$ cat src/rtl/matrix_stream_loader.sv
// matrix_stream_loader: accepts a row-major NxN int8 stream and presents it as a padded 5x5 flat bus.
// Optional feature macro LOADER_IDENTITY_PAD_EN: pads unused diagonal slots with 1 so det(5x5) == det(NxN).
module matrix_stream_loader #(
  parameter int ELEM_W = 8,
  parameter int MAX_N  = 5
) (
  input  logic                            clock,
  input  logic                            reset,
  input  logic                            start,
  input  logic [2:0]                      size,
  input  logic                            in_valid,
  input  logic [ELEM_W-1:0]               in_data,
  output logic                            in_ready,
  output logic [ELEM_W*MAX_N*MAX_N-1:0]   A_flat,
  output logic                            mat_valid,
  input  logic                            mat_ack,
  output logic                            busy,
  output logic                            size_err
);

  localparam int FLAT_W = ELEM_W * MAX_N * MAX_N;
  localparam int IDX_W  = $clog2(FLAT_W);
  localparam logic [2:0] MAX_N3 = 3'(MAX_N);

`ifdef LOADER_IDENTITY_PAD_EN
  localparam bit IDENTITY_PAD = 1'b1;
`else
  localparam bit IDENTITY_PAD = 1'b0;
`endif

  typedef enum logic [1:0] {
    IDLE,
    LOAD,
    FULL
  } state_t;

  state_t r_state;
  state_t w_stateNext;

  logic [2:0]        r_n;
  logic [2:0]        r_row;
  logic [2:0]        r_col;
  logic [FLAT_W-1:0] r_aFlat;
  logic              r_inReady;
  logic              r_matValid;
  logic              r_busy;
  logic              r_sizeErr;

  logic              w_sizeOk;
  logic              w_startOk;
  logic              w_startBad;
  logic              w_beat;
  logic              w_lastCol;
  logic              w_lastBeat;
  logic [4:0]        w_idx;
  logic [IDX_W-1:0]  w_bitBase;

  // Pad image loaded at start; only diagonal slots beyond the active NxN can be non-zero.
  function automatic logic [FLAT_W-1:0] padPattern(input logic [2:0] n);
    logic [FLAT_W-1:0] p;
    p = '0;
    for (int i = 0; i < MAX_N; i++) begin
      if (IDENTITY_PAD && (i >= int'(n))) begin
        p[(i * (MAX_N + 1)) * ELEM_W +: ELEM_W] = ELEM_W'(1);
      end
    end
    return p;
  endfunction

  assign w_sizeOk   = (size >= 3'd2) && (size <= MAX_N3);
  assign w_beat     = in_valid && r_inReady;
  assign w_lastCol  = (r_col == (r_n - 3'd1));
  assign w_lastBeat = w_beat && w_lastCol && (r_row == (r_n - 3'd1));
  assign w_idx      = 5'(r_row) * 5'(MAX_N) + 5'(r_col);
  assign w_bitBase  = IDX_W'(w_idx) * IDX_W'(ELEM_W);

  always_comb begin
    w_stateNext = r_state;
    w_startOk   = 1'b0;
    w_startBad  = 1'b0;
    case (r_state)
      IDLE: begin
        if (start) begin
          if (w_sizeOk) begin
            w_startOk   = 1'b1;
            w_stateNext = LOAD;
          end else begin
            w_startBad  = 1'b1;
          end
        end
      end
      LOAD: begin
        if (w_lastBeat) begin
          w_stateNext = FULL;
        end
      end
      FULL: begin
        if (mat_ack) begin
          w_stateNext = IDLE;
        end
      end
      default: begin
        w_stateNext = IDLE;
      end
    endcase
  end

  always_ff @(posedge clock) begin
    if (reset) begin
      r_state <= IDLE;
    end else begin
      r_state <= w_stateNext;
    end
  end

  // Status outputs are registered images of the next state so they line up with it.
  always_ff @(posedge clock) begin
    if (reset) begin
      r_inReady  <= 1'b0;
      r_matValid <= 1'b0;
      r_busy     <= 1'b0;
      r_sizeErr  <= 1'b0;
    end else begin
      r_inReady  <= (w_stateNext == LOAD);
      r_matValid <= (w_stateNext == FULL);
      r_busy     <= (w_stateNext != IDLE);
      r_sizeErr  <= w_startBad;
    end
  end

  always_ff @(posedge clock) begin
    if (reset) begin
      r_n     <= 3'd0;
      r_row   <= 3'd0;
      r_col   <= 3'd0;
      r_aFlat <= '0;
    end else if (w_startOk) begin
      r_n     <= size;
      r_row   <= 3'd0;
      r_col   <= 3'd0;
      r_aFlat <= padPattern(size);
    end else if (w_beat) begin
      r_aFlat[w_bitBase +: ELEM_W] <= in_data;
      if (w_lastBeat) begin
        r_row <= 3'd0;
        r_col <= 3'd0;
      end else if (w_lastCol) begin
        r_col <= 3'd0;
        r_row <= r_row + 3'd1;
      end else begin
        r_col <= r_col + 3'd1;
      end
    end
  end

  assign in_ready  = r_inReady;
  assign A_flat    = r_aFlat;
  assign mat_valid = r_matValid;
  assign busy      = r_busy;
  assign size_err  = r_sizeErr;

endmodule

$ cat config.mk
export PLATFORM = sky130hd
export DESIGN_NAME = matrix_stream_loader
export DESIGN_NICKNAME = d
export VERILOG_FILES = /design/src/rtl/matrix_stream_loader.sv
export SDC_FILE = /design/constraint.sdc
export NUM_CORES = 1
export LEC_CHECK = 0
export CAP_MARGIN = 20
export CELL_PAD_IN_SITES_DETAIL_PLACEMENT = 2
export CELL_PAD_IN_SITES_GLOBAL_PLACEMENT = 2
export CORE_MARGIN = 3
export CORE_UTILIZATION = 30
export CTS_CLUSTER_SIZE = 10
export DETAILED_ROUTE_END_ITERATION = 10
export GPL_TIMING_DRIVEN = 0
export PLACE_DENSITY_LB_ADDON = 0.1
export SKIP_LAST_GASP = 1
export SYNTH_ARGS = -nofsm -noshare
export SYNTH_HDL_FRONTEND = slang
export SYNTH_SLANG_ARGS = --single-unit
$ cat constraint.sdc
create_clock -name clock -period 4.1 [get_ports clock]
set_clock_uncertainty 0.1 [all_clocks]
set_input_delay 0.82 -clock clock [delete_from_list [all_inputs] [get_ports clock]]
set_output_delay 0.82 -clock clock [all_outputs]
set_load 0.05 [all_outputs]
Word-level counts from Yosys, hierarchy flattened
Cells that the tools add are included.
{ "word_totals": {"ff_bits": 215, "out_inout_bits": 204, "wordCells": 51} }
{ "op_classes": {"add_sub_neg": 5, "mul": 1, "order_cmp": 2, "n_eq_ne": 6, "shifts": 2, "n_mux": 14, "n_bitwise": 2, "n_reduce_logical": 10} }
{ "op_table": {"columns": ["op", "n"], "rows": [
  ["$bwmux 200", 1],
  ["$shift 8x10->200 const A", 1],
  ["$shiftx 8x10->200", 1],
  ["$mux 3", 4],
  ["$neg 8->10", 1],
  ["$mux 2", 4],
  ["$add 3x1->3 const B", 2],
  ["$eq 3x3->1", 2],
  ["$pmux 2 s3", 1],
  ["$add 5x3->5", 1],
  ["$mul 3x3->5 const B", 1],
  ["$eq 2x1->1 const B", 2],
  ["$eq 2x2->1 const B", 2],
  ["$logic_and 1x1->1", 4],
  ["$mux 1", 4],
  ["$reduce_bool 2->1", 2],
  ["$ge 3x2->1 const B", 1],
  ["$le 3x3->1 const B", 1],
  ["$reduce_or 3->1", 1],
  ["$sub 3x1->3 const B", 1],
  ["$logic_not 2->1", 1],
  ["$not 1->1", 2],
  ["$reduce_and 2->1", 1],
  ["$reduce_or 2->1", 1]
]} }

Longest topological paths before layout
{ "depth": {"depth_word": 7, "depth_mapped": 11} }

Least setup slack after synthesis
OpenSTA, ideal clock, no wires.
{ "synth_timing": {"path_type": "register -> register", "startpoint": "register r_row[2]", "endpoint": "register r_aFlat[24], in the netlist A_flat[24]", "setup_ns": 0.138, "t_arrival_ns": 2.944, "required_ns": 3.862, "setup_slack_ns": 0.918, "path_stages_with_launch": 10, "path_buffers": 1, "synth_period_minus_slack_ns": 3.182, "cell_sequence": "dfxtp_1 > ha_1 > ha_1 > fa_1 > xor2_1 > nand3b_1 > o22ai_2 > buf_4 > o211ai_2 > mux2i_1"} }
{ "synth_via": {"elab_chain_cells": 5, "elab_cells_between_ends": 6, "classes_between": "add/sub: 2; mul: 1; shift: 2; mux: 1"} }
{ "synth_rtl": {"columns": ["element", "line_no", "text"], "rows": [
  ["start, declared", "41", "logic [2:0] r_row;"],
  ["start signal, assigned", "149", "r_row <= r_row + 3'd1;"],
  ["$mul 3x3->5 *", "74", "assign w_idx = 5'(r_row) * 5'(MAX_N) + 5'(r_col);"],
  ["$add 5x3->5 *", "74", null],
  ["$neg 8->10 *", "143", "r_aFlat[w_bitBase +: ELEM_W] <= in_data;"],
  ["$shiftx 8x10->200 / $shift 8x10->200 (equally long branches)", "143", null],
  ["$bwmux 200 *", "143", null],
  ["end signal, assigned", "141", "r_aFlat <= padPattern(size);"],
  ["end signal, assigned by index", "143", null],
  ["end, declared", "43", "logic [FLAT_W-1:0] r_aFlat;"]
]} }
Every way passes the cells marked *; elsewhere a longest branch is shown, timed or not.
A chain may end at the register's enable or synchronous reset.

Worst setup path in the final report
{ "layout_timing": {"startpoint": "register r_row[0]", "endpoint": "register r_aFlat[9], in the netlist A_flat[9]"} }
Same word-level chain as after synthesis.

==> results.cfg <==
[status]
status = finished, final reports clean

[timing]
hold_slack_ps = 359
setup_tns_ps = 0
period_share = 0.938
max_freq_mhz = 260
slew-limit-headroom = 0.292
setup_violations = 0
fin_crit_ps = 3840
rsz0062_at_grt = false
hold_viol_final = 0
worst_slack_ps = 256
tightest_slew_ps = 1060
drv_slew = 0

[worst_setup_path]
timing.rr.start = r_row[0]$_SDFFE_PP0P_
setup.worst_path.class = reg2reg
reg2reg_slack_ps = 260
end_kind = register
arrival_ps = 4180
ff2ff_path_depth = 9
startpoint_type = register
setup.worst_path.end = A_flat[9]$_SDFFE_PP0P_
critPathMaxFanout = 8
crit_required_ps = 4440
startpoint = r_row[0]$_SDFFE_PP0P_
r2r_end = A_flat[9]$_SDFFE_PP0P_

[drt]
drt_iter0_markers = 271
ant_nets = 0
wl_per_cell_um = 21.7
wl_um = 32600
num_vias = 7410
drc_errors = 0
via_per_inst = 4.92
drt-pass1-iter-count = 4

[cts]
cts_setup_buffers = 0
cts-resized-gates = 0
ctsHoldBuffers = 0
clockRootBuffer = clkbuf_16
tritoncts = yes
numCtsBuffers = 26
clk_path_buf_depth = 3
cts_max_level = 1
cts.sinks = 215
clk_pin_slew_worst_paths_ps = 60
clock_latency_ps = 520

[synthesis]
netlist_area_um2 = 8630
synth-seq-area-share = 0.499
ys.flop_type = dfxtp_1
syn_area_per_cell_um2 = 9.84
synth_edf_count = 0
postSynthCellCount = 877
ys_ff_latch = 215
synth-async-reset-ratio = 0
synth_cell_types = 50
ys_warn_count = 0
syn_nets = 906

[global_route]
grt_pass1_vias = 8253
grt_usage = 0.208
grt_max_degree = 14
antenna_found_initial = 0
grt_pass1_wl_um = 50100
overflow = 0

[run]
maxCapViolCount = 0

[placed_design]
pre_cts_slack_ps = 15.4
gp_congestion = 0.777
dpl.hpwl_um = 23500
dpl_cell_area_um2 = 11200
io_buffers = 213

[finish]
fillers = 3073
antenna_cells = 0
area_growth_pct = 39.0
postLayoutCoreUtil = 0.427
drive_gt1_frac = 0.0577
final_nets = 1148
fin_area_um2 = 12000

[floorplanning]
start_util = 0.307
floorplan.core_area_um2 = 28100
row_count = 61
die_x_um = 176
dieArea_um2 = 30800
ios = 220
die_h_um = 176

[min_path]
min_path_type = reg2reg

[power_and_ir_drop]
powerDensity_nw_per_um2 = 374
ir_drop_v = 0.000259
p_leak_nw = 5.16
-- through the flow --
stage                     power (mW)  instances
after global placement          2.41       1468
after detailed placement        2.41       1469
final                           4.49       1505
after global routing            4.67       1505
after floorplan                 2.30        877
after CTS                       4.56       1505
-- metal layers --
metal	global-route usage	up-vias	routed length, µm
met5	0	-	0
met2	0.361	185	15600
met1	0.266	3690	14500
met4	0.0327	0	361
met3	0.0525	30	2180
li1	-	3505	-
-- flip-flops by register name (all words and copies together) (netlist names) --
signal and count:
r_n 3, r_col 3, mat_valid 1, in_ready 1, size_err 1, r_state 2
r_row 3, busy 1, A_flat 200
-- area by class of cell --
| class | count | area (µm²) | share of cell area |
|---|---|---|---|
| multi-input combinational | 603 | 4090 | 0.341 |
| tap | 378 | 473 | 0.0394 |
| timing repair buffer | 214 | 2140 | 0.178 |
| clock buffer | 34 | 711 | 0.0592 |
| inverter | 6 | 22.5 | 0.00188 |
| sequential | 215 | 4300 | 0.359 |
| clock inverter | 2 | 46.3 | 0.00386 |
| buffer | 53 | 215 | 0.0179 |
-- how the worst min path moves through the flow --
| stage | start | end | slack, ps | cells after the start |
|---|---|---|---|---|
| after floorplan | r_col[1]$_SDFFE_PP0P_ | r_col[1]$_SDFFE_PP0P_ | 380 | 2 |
| after global placement | A_flat[101]$_SDFFE_PP0P_ | A_flat[101]$_SDFFE_PP0P_ | 340 | 2 |
| after detailed placement | A_flat[187]$_SDFFE_PP0P_ | A_flat[187]$_SDFFE_PP0P_ | 350 | 2 |
| after CTS | A_flat[145]$_SDFFE_PP0P_ | A_flat[145]$_SDFFE_PP0P_ | 360 | 2 |
| after global routing | A_flat[187]$_SDFFE_PP0P_ | A_flat[187]$_SDFFE_PP0P_ | 390 | 2 |
| final | A_flat[145]$_SDFFE_PP0P_ | A_flat[145]$_SDFFE_PP0P_ | 360 | 2 |
-- cell families after synthesis --
logic type,synth area share
DFF,0.499
and+or+nand+nor,0.160
buffers and inverters,0.0275
muxes,0.199
adders and majority gates,0.0197
xor gates and xnor gates,0.0184
AOI/OAI and AO/OA,0.0762
-- synth_stat cells (all sizes together) (2+ instances only) --
master | count | share of area
ha | 12 | 0.017
and3 | 3 | 0.0022
dfxtp | 215 | 0.50
nand2 | 200 | 0.087
a21oi | 37 | 0.021
buf | 10 | 0.0062
o21ai | 29 | 0.018
nand3 | 25 | 0.014
inv | 6 | 0.0026
or4 | 2 | 0.0017
and2 | 6 | 0.0043
mux2i | 172 | 0.20
nor3 | 8 | 0.0065
clkbuf | 43 | 0.019
o22a | 2 | 0.0020
nand2b | 5 | 0.0036
nor2 | 25 | 0.011
o211ai | 17 | 0.019
xnor2 | 7 | 0.0071
xor2 | 5 | 0.0059
o21a | 2 | 0.0017
nor4 | 2 | 0.0029
a21o | 4 | 0.0035
nor2b | 2 | 0.0014
nand4 | 22 | 0.020
-- power breakdown --
group	leakage, nW	internal (mW)	switching (mW)
Clock	0.369	1.26	0.868
Sequential	1.73	2.10	0.00834
Combinational	3.06	0.0599	0.195
-- layout by cell type (no fill, tap or decap), drive strengths merged, types with 2 or more instances in the layout --
cell type        n
nor3             8
clkbuf          77
nor4             2
and2             6
or4              2
nand2b           5
inv              6
buf             11
a21o             4
o21a             2
o22a             2
xor2             5
nor2            25
nand4           22
nor2b            2
clkdlybuf4s50  213
a21oi           37
dfxtp          215
and3             3
mux2i          172
nand3           25
nand2          200
xnor2            7
o21ai           29
ha              12
o211ai          17
-- critical path: stages, from the launching register on --
cell and delay, ps:
dfxtp_1 470, ha_1 290, ha_1 310, fa_1 420, xor2_1 610, nor2_1 270
a21boi_0 210, buf_4 200, o211ai_2 570, mux2i_1 290
Note: power is estimated with default switching activity, not from simulation.
